--- config.mk ---
export PLATFORM = sky130hd
export DESIGN_NAME = alu_issue_ctrl_flat
export DESIGN_NICKNAME = d
export VERILOG_FILES = /design/src/rtl/simd_pkg.sv /design/src/rtl/alu_issue_ctrl_if.sv /design/src/rtl/dotp_acc.sv /design/src/rtl/alu_issue_ctrl.sv /design/src/flat_wrapper.sv
export SDC_FILE = /design/constraint.sdc
export NUM_CORES = 1
export LEC_CHECK = 0
export BUFFER_PORTS_ARGS = -buffer_cell sky130_fd_sc_hd__buf_2
export CORE_MARGIN = 2
export CORE_UTILIZATION = 35
export CTS_BUF_LIST = sky130_fd_sc_hd__clkbuf_4 sky130_fd_sc_hd__clkbuf_8
export CTS_CLUSTER_SIZE = 25
export DETAILED_ROUTE_END_ITERATION = 6
export MAX_ROUTING_LAYER = met4
export PLACE_DENSITY = 0.63
export REMOVE_ABC_BUFFERS = 1
export SLEW_MARGIN = 20
export SYNTH_ARGS = -nofsm -noshare
export SYNTH_HDL_FRONTEND = slang
export SYNTH_SLANG_ARGS = --single-unit
--- constraint.sdc ---
create_clock -name clk -period 2.8 [get_ports clk]
set_input_delay 0.42 -clock clk [delete_from_list [all_inputs] [get_ports clk]]
set_output_delay 0.42 -clock clk [all_outputs]
set_load 0.02 [all_outputs]
--- src/rtl/simd_pkg.sv ---
// Shared SIMD definitions used by the issue controller and the ALU.
// Contents: opcode enum, opcode width, datapath width, ALU latency and
// opcode classification helpers.
package simd_pkg;

  localparam int unsigned OpcodeWidth = 3;
  localparam int unsigned DataWidth   = 32;
  localparam int unsigned AluLatency  = 1;

  typedef enum logic [OpcodeWidth-1:0] {
    NOOP          = 3'd0,
    ADD           = 3'd1,
    SUB           = 3'd2,
    MUL           = 3'd3,
    DOTP          = 3'd4,
    STORE_TEMP_S1 = 3'd5,
    STORE_TEMP_S2 = 3'd6,
    STORE_RESULT  = 3'd7
  } opcode_e;

  // Opcodes that stream elements through the ALU.
  function automatic logic is_exec_op(logic [OpcodeWidth-1:0] op);
    return (op == ADD) || (op == SUB) || (op == MUL) || (op == DOTP);
  endfunction

  // Store opcodes are not legal for this controller and are flagged as errors.
  function automatic logic is_store_op(logic [OpcodeWidth-1:0] op);
    return (op == STORE_TEMP_S1) || (op == STORE_TEMP_S2) || (op == STORE_RESULT);
  endfunction

endpackage

--- src/rtl/alu_issue_ctrl_if.sv ---
// Command handshake bundle for alu_issue_ctrl.
// Signals: cmd_valid (offer), cmd_ready (accept), cmd_opcode, cmd_len (element count).
// Modports: master drives the command, slave (the controller) returns cmd_ready.
interface alu_issue_ctrl_if #(
  parameter int unsigned OPCODE_WIDTH = 3,
  parameter int unsigned IDX_W        = 3
);

  logic                    cmd_valid;
  logic                    cmd_ready;
  logic [OPCODE_WIDTH-1:0] cmd_opcode;
  logic [IDX_W:0]          cmd_len;

  modport master (
    output cmd_valid,
    output cmd_opcode,
    output cmd_len,
    input  cmd_ready
  );

  modport slave (
    input  cmd_valid,
    input  cmd_opcode,
    input  cmd_len,
    output cmd_ready
  );

endinterface

--- src/rtl/dotp_acc.sv ---
// Dot-product accumulator: cleared at command accept, adds one ALU product per capture.
// Ports: clk, rstn (async active-low), clear, add_en, add_val, acc_next (value the
// register takes at the next edge, used to write the final sum without an extra cycle).
// Build option: SIMD_DOTP_SAT_EN selects signed saturation to [-2^31, 2^31-1];
// without it the sum wraps modulo 2^32.
module dotp_acc
  import simd_pkg::*;
(
  input  logic                 clk,
  input  logic                 rstn,
  input  logic                 clear,
  input  logic                 add_en,
  input  logic [DataWidth-1:0] add_val,
  output logic [DataWidth-1:0] acc_next
);

  logic [DataWidth-1:0] acc_q;
  logic [DataWidth-1:0] sum;

`ifdef SIMD_DOTP_SAT_EN
  logic [DataWidth:0] sum_ext;

  always_comb begin
    sum_ext = {acc_q[DataWidth-1], acc_q} + {add_val[DataWidth-1], add_val};
    // Sign-extended carry disagreeing with the result sign means overflow.
    if (sum_ext[DataWidth] != sum_ext[DataWidth-1]) begin
      sum = sum_ext[DataWidth] ? {1'b1, {(DataWidth-1){1'b0}}} : {1'b0, {(DataWidth-1){1'b1}}};
    end else begin
      sum = sum_ext[DataWidth-1:0];
    end
  end
`else
  assign sum = acc_q + add_val;
`endif

  always_comb begin
    acc_next = acc_q;
    if (clear) begin
      acc_next = '0;
    end else if (add_en) begin
      acc_next = sum;
    end
  end

  always_ff @(posedge clk or negedge rstn) begin
    if (!rstn) begin
      acc_q <= '0;
    end else begin
      acc_q <= acc_next;
    end
  end

endmodule

--- src/rtl/alu_issue_ctrl.sv ---
// Vector command issue controller for a 1-cycle-latency ALU.
// Accepts a command (opcode, length), streams elements 0..L-1 from the operand source
// into the ALU one per cycle, and writes results back (per element, or one DOTP sum).
// Ports: clk, rstn (async active-low); cmd (handshake interface, slave side);
// rd_idx/rd_a/rd_b (operand read); alu_opcode/alu_a/alu_b/alu_out (ALU);
// wr_en/wr_idx/wr_data (result write); busy, done, err (status pulses).
// Build option: SIMD_DOTP_SAT_EN (saturating DOTP accumulation, see dotp_acc).
module alu_issue_ctrl
  import simd_pkg::*;
#(
  parameter int unsigned OPCODE_WIDTH = simd_pkg::OpcodeWidth,
  parameter int unsigned VLEN         = 8,
  parameter int unsigned IDX_W        = $clog2(VLEN)
) (
  input  logic                    clk,
  input  logic                    rstn,
  alu_issue_ctrl_if.slave         cmd,
  output logic [IDX_W-1:0]        rd_idx,
  input  logic [DataWidth-1:0]    rd_a,
  input  logic [DataWidth-1:0]    rd_b,
  output logic [OPCODE_WIDTH-1:0] alu_opcode,
  output logic [DataWidth-1:0]    alu_a,
  output logic [DataWidth-1:0]    alu_b,
  input  logic [DataWidth-1:0]    alu_out,
  output logic                    wr_en,
  output logic [IDX_W-1:0]        wr_idx,
  output logic [DataWidth-1:0]    wr_data,
  output logic                    busy,
  output logic                    done,
  output logic                    err
);

  typedef enum logic [1:0] {StIdle, StIssue, StDrain, StDone} state_e;

  localparam logic [IDX_W:0] VlenLen = (IDX_W+1)'(VLEN);

  state_e                  state_q;
  logic [OPCODE_WIDTH-1:0] op_q;
  logic [IDX_W:0]          len_q;
  logic [IDX_W-1:0]        idx_q;
  // Capture stage: an element was issued last cycle, its result is on alu_out now.
  logic                    cap_q;
  logic                    cap_last_q;
  logic [IDX_W-1:0]        cap_idx_q;
  logic                    wr_en_q;
  logic [IDX_W-1:0]        wr_idx_q;
  logic [DataWidth-1:0]    wr_data_q;
  logic                    done_q;
  logic                    err_q;

  logic                    handshake;
  logic [IDX_W:0]          eff_len;
  logic                    new_exec;
  logic                    new_store;
  logic                    is_dotp;
  logic                    issue_last;
  logic                    alu_active;
  logic [DataWidth-1:0]    acc_next;

  assign handshake  = cmd.cmd_valid && (state_q == StIdle);
  assign eff_len    = (cmd.cmd_len > VlenLen) ? VlenLen : cmd.cmd_len;
  assign new_exec   = is_exec_op(OpcodeWidth'(cmd.cmd_opcode));
  assign new_store  = is_store_op(OpcodeWidth'(cmd.cmd_opcode));
  assign is_dotp    = (op_q == OPCODE_WIDTH'(DOTP));
  assign issue_last = ({1'b0, idx_q} == (len_q - 1'b1));

  dotp_acc u_dotp_acc (
    .clk      (clk),
    .rstn     (rstn),
    .clear    (handshake),
    .add_en   (cap_q && is_dotp),
    .add_val  (alu_out),
    .acc_next (acc_next)
  );

  always_ff @(posedge clk or negedge rstn) begin
    if (!rstn) begin
      state_q    <= StIdle;
      op_q       <= OPCODE_WIDTH'(NOOP);
      len_q      <= '0;
      idx_q      <= '0;
      cap_q      <= 1'b0;
      cap_last_q <= 1'b0;
      cap_idx_q  <= '0;
      wr_en_q    <= 1'b0;
      wr_idx_q   <= '0;
      wr_data_q  <= '0;
      done_q     <= 1'b0;
      err_q      <= 1'b0;
    end else begin
      wr_en_q    <= 1'b0;
      done_q     <= 1'b0;
      err_q      <= 1'b0;
      cap_q      <= 1'b0;
      cap_last_q <= 1'b0;

      unique case (state_q)
        StIdle: begin
          if (cmd.cmd_valid) begin
            op_q  <= cmd.cmd_opcode;
            len_q <= eff_len;
            idx_q <= '0;
            if (new_exec && (eff_len != '0)) begin
              state_q <= StIssue;
            end else begin
              state_q <= StDone;
              done_q  <= 1'b1;
              err_q   <= new_store;
            end
          end
        end
        StIssue: begin
          cap_q      <= 1'b1;
          cap_idx_q  <= idx_q;
          cap_last_q <= issue_last;
          if (issue_last) begin
            state_q <= StDrain;
            idx_q   <= '0;
          end else begin
            idx_q <= idx_q + 1'b1;
          end
        end
        StDrain: begin
          // Last capture has happened and its write is now presented.
          if (!cap_q) begin
            state_q <= StDone;
            done_q  <= 1'b1;
          end
        end
        StDone: begin
          state_q <= StIdle;
        end
        default: begin
          state_q <= StIdle;
        end
      endcase

      if (cap_q) begin
        if (is_dotp) begin
          if (cap_last_q) begin
            wr_en_q   <= 1'b1;
            wr_idx_q  <= '0;
            wr_data_q <= acc_next;
          end
        end else begin
          wr_en_q   <= 1'b1;
          wr_idx_q  <= cap_idx_q;
          wr_data_q <= alu_out;
        end
      end
    end
  end

  // The ALU output mux follows alu_opcode, so hold it through the last capture.
  assign alu_active = (state_q == StIssue) || cap_q;

  always_comb begin
    cmd.cmd_ready = (state_q == StIdle);
    busy          = (state_q != StIdle);
    rd_idx        = idx_q;
    alu_opcode    = alu_active ? op_q : OPCODE_WIDTH'(NOOP);
    alu_a         = (state_q == StIssue) ? rd_a : '0;
    alu_b         = (state_q == StIssue) ? rd_b : '0;
    wr_en         = wr_en_q;
    wr_idx        = wr_idx_q;
    wr_data       = wr_data_q;
    done          = done_q;
    err           = err_q;
  end

endmodule

--- src/flat_wrapper.sv ---
// flat-port wrapper written by rule: the top's interface ports become plain ports
module alu_issue_ctrl_flat import simd_pkg::*;
#(
  parameter int unsigned OPCODE_WIDTH = simd_pkg::OpcodeWidth,
  parameter int unsigned VLEN         = 8,
  parameter int unsigned IDX_W        = $clog2(VLEN)
)
  (clk, rstn, rd_idx, rd_a, rd_b, alu_opcode, alu_a, alu_b, alu_out, wr_en, wr_idx, wr_data, busy, done, err, cmd_cmd_valid, cmd_cmd_opcode, cmd_cmd_len, cmd_cmd_ready);
  alu_issue_ctrl_if #(.OPCODE_WIDTH(OPCODE_WIDTH), .IDX_W(IDX_W)) cmd_i ();
  input  logic clk;
  input  logic rstn;
  output logic [IDX_W-1:0] rd_idx;
  input  logic [DataWidth-1:0] rd_a;
  input  logic [DataWidth-1:0] rd_b;
  output logic [OPCODE_WIDTH-1:0] alu_opcode;
  output logic [DataWidth-1:0] alu_a;
  output logic [DataWidth-1:0] alu_b;
  input  logic [DataWidth-1:0] alu_out;
  output logic wr_en;
  output logic [IDX_W-1:0] wr_idx;
  output logic [DataWidth-1:0] wr_data;
  output logic busy;
  output logic done;
  output logic err;
  input wire logic [$bits(cmd_i.cmd_valid)-1:0] cmd_cmd_valid;
  input wire logic [$bits(cmd_i.cmd_opcode)-1:0] cmd_cmd_opcode;
  input wire logic [$bits(cmd_i.cmd_len)-1:0] cmd_cmd_len;
  output wire logic [$bits(cmd_i.cmd_ready)-1:0] cmd_cmd_ready;
  assign cmd_i.cmd_valid = cmd_cmd_valid;
  assign cmd_i.cmd_opcode = cmd_cmd_opcode;
  assign cmd_i.cmd_len = cmd_cmd_len;
  assign cmd_cmd_ready = cmd_i.cmd_ready;
  alu_issue_ctrl #(.OPCODE_WIDTH(OPCODE_WIDTH), .VLEN(VLEN), .IDX_W(IDX_W)) u_core (.clk(clk), .rstn(rstn), .cmd(cmd_i), .rd_idx(rd_idx), .rd_a(rd_a), .rd_b(rd_b), .alu_opcode(alu_opcode), .alu_a(alu_a), .alu_b(alu_b), .alu_out(alu_out), .wr_en(wr_en), .wr_idx(wr_idx), .wr_data(wr_data), .busy(busy), .done(done), .err(err));
endmodule
==> metrics, run 1 <==
Syn Inst Count=around 740; root buffer selected by CTS=clkbuf_8; count of unique library cells instantiated by Yosys=69; maximum number of pins on one net before global-route repair=67; I/O pin total=approximately 220; Placed Cells incl. Taps=around 1200; total congestion overflow=0; clock network latency to the later pin of the worst-skew pair=just under 400 ps; synth-to-layout area growth=29.4%; maximum root-to-sink buffer count=2; power per cell area=roughly 1100 nW/um^2; starting density of the core=a little over a third; Worst-Margin Slew=780 ps; worst hold-check slack=-10.2 ps; ant diodes=0; sort of element at the start of the critical path=flop; Hold Fails Final Rpt=12; sequential-to-total area share from yosys stat=35.2%; class of the most critical hold timing path=in2async; count of final max-slew check failures=0; register-to-register path setup slack=90 ps; failing checks=negative hold slack; CTS tree=done; share of the clock period used by the worst path=a little over nine tenths; maximum single-stage delay on the critical path=480 ps; kind of critical path=reg2reg; routed length per instance=between 15 and 20 um; dpl hpwl=roughly 14000 um; Primary FF master, synth=dfrtp_1; Site Rows=48; Max-slew headroom=48.0%; number of max-capacitance violations reported=0; Worst path slowest cell=a2111o_1; area of placed instances=7720 um^2; ordered list of cells on the worst path=ha_1, a21oi_1, nand4b_1, a2111o_1, a31oi_4, a32oi_2, o31a_1, xor2_1, o21ai_1, a31o_2; detailed-route via count=between 6000 and 7000; Period minus WS final=between 2000 and 3000 ps; first-pass GRT wire length=between 30000 and 40000 um; count of H-tree levels built during CTS=3; Die Span X=between 100 and 150 um; # clock sinks=between 80 and 90; Starting DRT DRC Count=between 300 and 400; DR vias/cell=5.11; EDFF count, synth=0; Total Wirelength=~19000 um; main area contributors after synthesis=dfrtp_1 35%, and2_1 7.3%, ha_1 7.3%; Post-DRT Antenna Nets=0; overall die area=about 19000 um^2; required time of the critical path=around 3000 ps; count of endpoints failing setup in the final report=0; summed instance area of the synthesized netlist=between 6000 and 7000 um^2; type of element capturing the critical path=flop; largest clock skew in the final design=between 7 and 8 ps; area share of the largest cell type after synthesis=a little over a third; vias in the first global route=about 6000; share of layout cells above drive strength 1=approximately 33%; largest vdd supply drop=approximately 0.43 mV; die outline height=about 140 um; maximum clock rate=roughly 0.37 GHz; count of port buffers added during placement=around 220; first-pass detailed-route iteration total=5; library cell with the largest summed area after synthesis=dfrtp_1; Lkg Pwr=roughly 4.1 nW; unrepaired setup endpoints after global routing=yes; Yosys warning count=0; synthesized area per cell=8.39 um^2; total routing resource utilization after global routing=between 20% and 30%; total clock buffers created by CTS=9; worst-path fanout max=5; number of antenna violations at the first check in global routing=0; CORE AREA=around 17000 um^2; final cell area excluding filler cells=~8000 um^2; DRC=0; clock-pin slew reported for the worst setup and hold paths after clock tree synthesis=around 80 ps; layout net count=1114; fraction of registers with async set or reset after synthesis=100%; count of non-filler cells in the finished layout=1200; result of the run=finished with violations; final weighted congestion of routability-driven global placement=0.907; arrival time of the worst setup path=around 3000 ps; Seq cells post-synth=between 80 and 90
path summary, 6_finish.rpt:
path                                                           start                        endpoint  cells past startpoint
worst max-delay path            u_core.u_dotp_acc.acc_q[1]$_DFF_PN0_  u_core.wr_data[29]$_DFFE_PN0P_                     10
max in group asynchronous                                       rstn  u_core.wr_data[27]$_DFFE_PN0P_                      2
worst max register to register  u_core.u_dotp_acc.acc_q[1]$_DFF_PN0_  u_core.wr_data[29]$_DFFE_PN0P_                     10
worst min register to register        u_core.wr_data[23]$_DFFE_PN0P_  u_core.wr_data[23]$_DFFE_PN0P_                      2
min in group clk                                   cmd_cmd_opcode[0]      u_core.op_q[0]$_DFFE_PN0P_                      3
worst min-delay path                                            rstn   u_core.wr_data[9]$_DFFE_PN0P_                      1
flip-flops by register name, summed over array words and instances (netlist names), 2 cells and up:
signal,count
u_core.cap_idx_q,3
u_core.op_q,3
u_core.rd_idx,3
u_core.wr_idx,3
u_core.wr_data,32
u_core.u_dotp_acc.acc_q,32
u_core.state_q,2
u_core.len_q,4
cell usage after synthesis (4+ instances only):
master and count:
mux2i_1 10, buf_6 4, o211ai_1 5, nor2_1 41, or3_1 4, nand4_1 10
a211oi_1 6, a31oi_1 13, xor2_1 11, xnor2_1 15, buf_2 4, inv_1 19
dfrtp_1 87, nand4b_1 4, nor2b_1 6, nor3_1 7, ha_1 36, and2_1 72
o21bai_1 4, and3_1 11, a32o_1 4, o21ai_0 40, nand3_1 35, clkbuf_1 29
a31o_2 6, a21o_1 20, nand2_1 103, a21oi_1 58
layout by cell type, fill, tap and decap left out, types with 3 or more instances in the layout:
cell,instances
a211oi_1,5
a21o_1,20
a21o_2,3
a21oi_1,56
a21oi_2,4
a31o_2,6
a31oi_1,13
a32o_1,4
and2_1,72
and3_1,11
buf_2,214
buf_4,54
clkbuf_8,10
clkinv_2,3
dfrtp_1,87
ha_1,31
ha_4,4
inv_1,19
mux2_2,3
mux2i_1,10
nand2_1,103
nand3_1,35
nand3b_1,3
nand4_1,10
nand4b_1,4
nor2_1,41
nor2b_1,6
nor3_1,7
nor4b_1,3
o211ai_1,5
o21a_1,3
o21ai_0,33
o21ai_1,8
o21bai_1,4
o22ai_1,3
o31ai_1,3
or2_2,3
or3_1,4
xnor2_1,15
xor2_1,11
power by group:
| group | switching [W] | leakage, nW | internal, W |
|---|---|---|---|
| sequential | 0.000362 | 1.11 | 0.00180 |
| combinational | 0.00328 | 2.89 | 0.00219 |
| clock | 0.000464 | 0.0884 | 0.000347 |
worst max-delay path: cells and delay by family (launching register included):
| family | cells | cell delay [ps] |
|---|---|---|
| AND/OR/NAND/NOR | 1 | 250 |
| XOR/XNOR | 1 | 150 |
| adder cells (fa/ha/maj) | 1 | 280 |
| AO/OA/AOI/OAI | 7 | 1500 |
| flip-flops | 1 | 410 |
through the flow:
step	utilization, %	total power, W	setup TNS [ps]	setup slack, ps
global route	46.2	0.00919	-67.2	-29.0
CTS	45.6	0.00838	0	43.6
floorplan	-	0.00561	-24170	-932
finish	46.2	0.00844	0	91.9
global placement	44.7	0.00751	-297	-56.9
detailed placement	44.7	0.00755	-748	-127
routing by layer:
layer  global-route usage [%]  vias up  part of all wire (%)
met4                     6.64        0                   1.6
met2                     36.8      192                    50
li1                         -     3071                     -
met3                     3.52       21                   5.5
met5                        -        -                     0
met1                     25.6     2846                    43
logic make-up (layout without fill, tap and decap cells):
logic type	after synthesis	after routing	synth area share, %
AND/OR/NAND/NOR	313	313	25.8
AO/OA/AOI/OAI	194	194	20.3
flip-flops	87	87	35.2
buffers and inverters	66	305	5.14
adder cells (fa/ha/maj)	37	37	7.62
XOR/XNOR	26	26	3.69
multiplexers	13	13	2.17
what timing repair did:
item / in CTS / in global routing
pin swaps: 1 / 2
hold buffers: 0 / 0
gates resized for setup: 0 / 19
buffers inserted: 0 / 2
setup endpoints to repair: 1 / 16
final cells by class:
cell class	instances	area, um^2
Fill cell	1740	9310
Multi-Input combinational cell	583	3770
Sequential cell	87	2180
Clock buffer	11	145
Inverter	20	75.1
Timing Repair Buffer	270	1520
Tap cell	225	282
Clock inverter	4	22.5
No activity file was read; power rests on OpenSTA's default activity.
==> run 2: changes to the inputs <==
--- a/config.mk
+++ b/config.mk
@@ -11,6 +11,7 @@
 export CTS_BUF_LIST = sky130_fd_sc_hd__clkbuf_4 sky130_fd_sc_hd__clkbuf_8
 export CTS_CLUSTER_SIZE = 25
 export DETAILED_ROUTE_END_ITERATION = 6
+export HOLD_SLACK_MARGIN = 0.03
 export MAX_ROUTING_LAYER = met4
 export PLACE_DENSITY = 0.63
 export REMOVE_ABC_BUFFERS = 1
==> metrics, run 2 (synthesized netlist as in run 1, its figures left out) <==
Die Span X=137 um; type of element capturing the critical path=flop; starting density of the core=35.7%; Sequential Power Share=roughly a quarter; unrepaired setup endpoints after global routing=yes; class of the most critical hold timing path=in2reg; synth-to-layout area growth=29.5%; total congestion overflow=0; Lkg Pwr=around 4.1 nW; required time of the critical path=3080 ps; ant diodes=0; first-pass GRT wire length=a little over 30000 um; root buffer selected by CTS=clkbuf_8; share of the clock period used by the worst path=around 97%; maximum number of pins on one net before global-route repair=67; clock share of power=under 10%; arrival time of the worst setup path=approximately 3000 ps; overall die area=18700 um^2; worst-case hold path end point=u_core.op_q[0]$_DFFE_PN0P_; Starting DRT DRC Count=~290; die outline height=about 140 um; leading cell type in the layout, fill and taps excluded=buf_2; number of max-capacitance violations reported=0; number of antenna violations at the first check in global routing=0; share of layout cells above drive strength 1=around 33%; power per cell area=approximately 1100 nW/um^2; Max-slew headroom=48.0%; Worst-Margin Slew=around 780 ps; total routing resource utilization after global routing=approximately a fifth; layout net count=1115; result of the run=complete, no violations; count of final max-slew check failures=0; power spent charging and discharging nets=approximately 0.004 W; fill cell count=~1700; Site Rows=between 40 and 50; Hold Crit Start=cmd_cmd_opcode[0]; DRC=0; worst-path fanout max=5; maximum root-to-sink buffer count=2; kind of critical path=reg2reg; switching share of power=about half; dpl hpwl=roughly 14000 um; I/O pin total=approximately 220; routed length per instance=between 15 and 20 um; Worst Reg-to-Reg Cells=10; largest clock skew in the final design=~7.2 ps; most frequent cells in the layout=214 x buf_2, 103 x nand2_1, 87 x dfrtp_1; first-pass detailed-route iteration total=4; Total Wirelength=19000 um; detailed-route via count=6091; worst hold-check slack=roughly 240 ps; # clock sinks=87; count of endpoints failing setup in the final report=0; largest vdd supply drop=about 0.43 mV; Period minus WS final=2720 ps; Post-DRT Antenna Nets=0; CORE AREA=between 15000 and 20000 um^2; vias in the first global route=about 6000; sort of element at the start of the critical path=flop; Hold Fails Final Rpt=0; maximum clock rate=between 0.3 and 0.4 GHz; total clock buffers created by CTS=9; CTS tree=done; final weighted congestion of routability-driven global placement=0.907; count of port buffers added during placement=215; Pwr Total=between 0.008 and 0.009 W; startpoint of the most critical register-to-register path=u_core.u_dotp_acc.acc_q[1]$_DFF_PN0_; number of cells on the worst hold path=3; Int Pwr=0.00434 W; critical register-to-register path endpoint=u_core.wr_data[29]$_DFFE_PN0P_; DR vias/cell=between 5 and 6; clock-pin slew reported for the worst setup and hold paths after clock tree synthesis=roughly 80 ps; count of H-tree levels built during CTS=3; register-to-register path setup slack=approximately 76 ps; clock network latency to the later pin of the worst-skew pair=390 ps; Gate power share=between 60% and 70%
## run 2: worst max-delay path, cell delays in order, from the launching register on
cell and delay [ps]:
dfrtp_1 410, ha_1 280, a21oi_1 70, nand4b_1 260, a2111o_1 480, a31oi_4 240, a32oi_2 90, o31a_1 270
xor2_1 160, o21ai_1 120, a31o_2 240
## run 2: final cells by class
cell class	instances	area, um^2	area share [%]
clock buffers	11	145	1.81
inverters	20	75.1	0.938
flip-flops and latches	87	2180	27.2
repair buffers	271	1530	19.1
clock inverters	4	22.5	0.281
multi-input cells	583	3770	47.2
well taps	225	282	3.52
## run 2: worst max path at each step
| stage | start | end |
|---|---|---|
| finish | u_core.u_dotp_acc.acc_q[1]$_DFF_PN0_ | u_core.wr_data[29]$_DFFE_PN0P_ |
| global placement | alu_out[1] | u_core.wr_data[27]$_DFFE_PN0P_ |
| detailed placement | alu_out[1] | u_core.wr_data[29]$_DFFE_PN0P_ |
| global route | u_core.u_dotp_acc.acc_q[0]$_DFF_PN0_ | u_core.wr_data[24]$_DFFE_PN0P_ |
| floorplan | u_core.op_q[1]$_DFFE_PN0P_ | u_core.wr_data[17]$_DFFE_PN0P_ |
| CTS | u_core.u_dotp_acc.acc_q[1]$_DFF_PN0_ | u_core.wr_data[29]$_DFFE_PN0P_ |
## run 2: power by group through the flow
stage | logic [W] | registers (W) | clock network (W)
after global placement | 0.00534 | 0.00217 | 0
after global routing | 0.00608 | 0.00224 | 0.000876
final | 0.00546 | 0.00216 | 0.000812
after detailed placement | 0.00537 | 0.00217 | 0
after CTS | 0.00540 | 0.00215 | 0.000832
after floorplan | 0.00316 | 0.00245 | 0
## run 2: repair_timing
item,in CTS,in global routing
pin swaps,1,2
resized for setup,0,19
setup buffers,0,2
setup endpoints to repair,1,16
hold buffers,1,0
hold endpoints to repair,37,0
## run 2: layer usage
metal	global-route usage, %	up-vias	share of wire (%)
met3	3.52	19	5.4
li1	-	3072	-
met4	6.64	0	1.5
met1	25.6	2825	44
met2	36.8	175	49
met5	-	-	0
## run 2: metrics by stage
step	instances	TNS [ps]	area [um^2]	util, %	setup WS [ps]
2_1_floorplan	690	-24170	5930	-	-932
3_3_place_gp	1183	-297	7720	44.7	-56.9
3_5_place_dp	1183	-748	7720	44.7	-127
4_1_cts	1199	0	7900	45.7	43.6
5_1_grt	1201	-67.2	8000	46.3	-29.0
6_report	1201	0	8000	46.3	75.6
==> run 3: changes to the inputs <==
--- a/config.mk
+++ b/config.mk
@@ -5,6 +5,7 @@
 export SDC_FILE = /design/constraint.sdc
 export NUM_CORES = 1
 export LEC_CHECK = 0
+export ABC_AREA = 1
 export BUFFER_PORTS_ARGS = -buffer_cell sky130_fd_sc_hd__buf_2
 export CORE_MARGIN = 2
 export CORE_UTILIZATION = 35
@@ -13,7 +14,7 @@
 export DETAILED_ROUTE_END_ITERATION = 6
 export HOLD_SLACK_MARGIN = 0.03
 export MAX_ROUTING_LAYER = met4
-export PLACE_DENSITY = 0.63
+export PLACE_DENSITY = 0.61
 export REMOVE_ABC_BUFFERS = 1
 export SLEW_MARGIN = 20
 export SYNTH_ARGS = -nofsm -noshare
==> metrics, run 3 <==
# clock sinks=87; I/O pin total=between 200 and 250; result of the run=complete, no violations; power per cell area=roughly 310 nW/um^2; area share of the largest cell type after synthesis=between 30% and 40%; maximum clock rate=a little over 0.4 GHz; count of endpoints failing setup in the final report=0; root buffer selected by CTS=clkbuf_8; overall die area=about 21000 um^2; synthesized area per cell=approximately 6 um^2; startpoint of the worst setup timing path=u_core.u_dotp_acc.acc_q[0]$_DFF_PN0_; arrival time of the worst setup path=about 2700 ps; die outline height=145 um; most frequent cells in the layout=447 x nand2_1, 243 x inv_1, 214 x buf_2; global-route met1 utilization=25.3%; number of antenna violations at the first check in global routing=2; clock network latency to the later pin of the worst-skew pair=390 ps; routed length per instance=between 10 and 15 um; Period minus WS final=2410 ps; count of final max-slew check failures=0; Primary FF master, synth=dfrtp_1; Hold Fails Final Rpt=0; fraction of registers with async set or reset after synthesis=100%; Pwr Total=around 0.0027 W; Max-slew headroom=around 60%; dpl hpwl=about 17000 um; Worst-Margin Slew=roughly 570 ps; Site Rows=51; count of H-tree levels built during CTS=3; startpoint of the most critical register-to-register path=u_core.u_dotp_acc.acc_q[0]$_DFF_PN0_; largest vdd supply drop=about 0.15 mV; total routing resource utilization after global routing=roughly 22%; maximum number of pins on one net before global-route repair=88; Total Wirelength=~21000 um; met3 global-route usage=about 2.6%; layout net count=1498; post-CTS sizing=0; most instantiated library cell after synthesis=nand2_1; Placed Cells incl. Taps=between 1500 and 2000; Final WS setup=between 300 and 400 ps; final cell area excluding filler cells=between 8000 and 9000 um^2; CORE AREA=slightly below 20000 um^2; DRC=0; area of placed instances=between 8000 and 9000 um^2; Seq cells post-synth=slightly below 90; Syn Inst Count=approximately 1100; vias in the first global route=~6900; worst-path fanout max=5; share of the clock period used by the worst path=roughly 86%; unrepaired setup endpoints after global routing=no; type of element capturing the critical path=flop; Yosys warning count=0; starting density of the core=a little over a third; first-pass GRT wire length=roughly 34000 um; Starting DRT DRC Count=a little over 400; first-pass detailed-route iteration total=5; GR Util met2=37.2%; total clock buffers created by CTS=9; summed instance area of the synthesized netlist=6910 um^2; count of port buffers added during placement=around 220; Post-DRT Antenna Nets=0; count of non-filler cells in the finished layout=about 1600; largest clock skew in the final design=about 12 ps; maximum root-to-sink buffer count=2; Lkg Pwr=around 5.5 nW; DR vias/cell=between 4 and 5; global-route layer with the greatest usage=met2; kind of critical path=reg2reg; final weighted congestion of routability-driven global placement=1.02; count of unique library cells instantiated by Yosys=30; CTS tree=done; setup fix buffers added after clock tree synthesis=0; class of the most critical hold timing path=in2async; main area contributors after synthesis=dfrtp_1 31%, nand2_1 24%, inv_1 13%; synth-to-layout area growth=23.3%; most frequent cells after synthesis=447 x nand2_1, 243 x inv_1, 111 x nor2_1; library cell with the largest summed area after synthesis=dfrtp_1; required time of the critical path=3090 ps; Post-CTS Hold Buffers=0; Die Span X=145 um; number of max-capacitance violations reported=0; EDFF count, synth=0; sequential-to-total area share from yosys stat=around a third; total congestion overflow=0; clock-pin slew reported for the worst setup and hold paths after clock tree synthesis=about 100 ps; sort of element at the start of the critical path=flop; share of layout cells above drive strength 1=a little under a fifth; Setup WS pre-CTS=225 ps; detailed-route via count=between 7000 and 8000; leading cell type in the layout, fill and taps excluded=nand2_1; Fin Setup TNS=0 ps
[run 3: cell types whose count changed after synthesis, sizes merged, moves of 14 or more]
cell	previous run	this run
inv	19	247
o21a	3	18
nor2	42	111
nand2	103	447
a21o	23	1
xnor2	15	1
a21oi	60	34
and2	72	3
[run 3: cell families after synthesis]
kind of cell | share of synthesized area, %
AND/OR/NAND/NOR | 36.1
buffers and inverters | 15.2
AO/OA/AOI/OAI | 8.76
flip-flops | 31.5
adder cells (fa/ha/maj) | 6.80
XOR/XNOR | 1.65
[run 3: path summary, 6_finish.rpt]
check	to	slack, ps	depth (start not counted)
max	u_core.wr_data[14]$_DFFE_PN0P_	390	13
min	u_core.state_q[1]$_DFFE_PN0P_	40	2
max reg2reg	u_core.wr_data[14]$_DFFE_PN0P_	390	13
min reg2reg	u_core.wr_data[5]$_DFFE_PN0P_	480	2
max in group asynchronous	u_core.u_dotp_acc.acc_q[26]$_DFF_PN0_	2360	2
min in group clk	u_core.op_q[1]$_DFFE_PN0P_	240	3
[run 3: where the power goes]
group | switching [W] | leakage (nW) | internal, W | total (W)
Combinational | 0.000310 | 4.33 | 0.000178 | 0.000488
Clock | 0.000522 | 0.0977 | 0.000358 | 0.000880
Sequential | 0.0000126 | 1.07 | 0.00128 | 0.00129
Total | 0.000844 | 5.50 | 0.00181 | 0.00266
[run 3: cell type report]
class / count / area, um^2
Timing Repair Buffer: 227 / 1210
Fill cell: 2148 / 10900
Sequential cell: 87 / 2180
Clock inverter: 6 / 48.8
Tap cell: 265 / 332
Clock buffer: 10 / 138
Antenna cell: 2 / 5.00
Multi-Input combinational cell: 783 / 3690
Inverter: 247 / 927
[run 3: metal layers]
metal | vias to the layer above | share of wire (%)
li1 | 3845 | -
met1 | 3235 | 44
met2 | 187 | 49
met3 | 32 | 3.8
met4 | 0 | 3.2
met5 | - | 0
[run 3: metrics by stage]
step	hold WS [ps]	utilization (%)
2_1_floorplan	124	-
3_3_place_gp	457	43.0
3_5_place_dp	461	43.0
4_1_cts	73.5	43.9
5_1_grt	102	44.0
6_report	39.1	44.0
[run 3: critical path, stage by stage, from the launching register on]
cell and delay [ps]:
dfrtp_1 400, ha_1 220, fa_1 440, nand3_1 110
nand3_1 190, nand2_1 110, nand2_1 80, nand2_1 60
nand2_1 130, xor2_1 180, o21bai_1 200, nand2_1 80
nand2_1 60, nand2_1 40
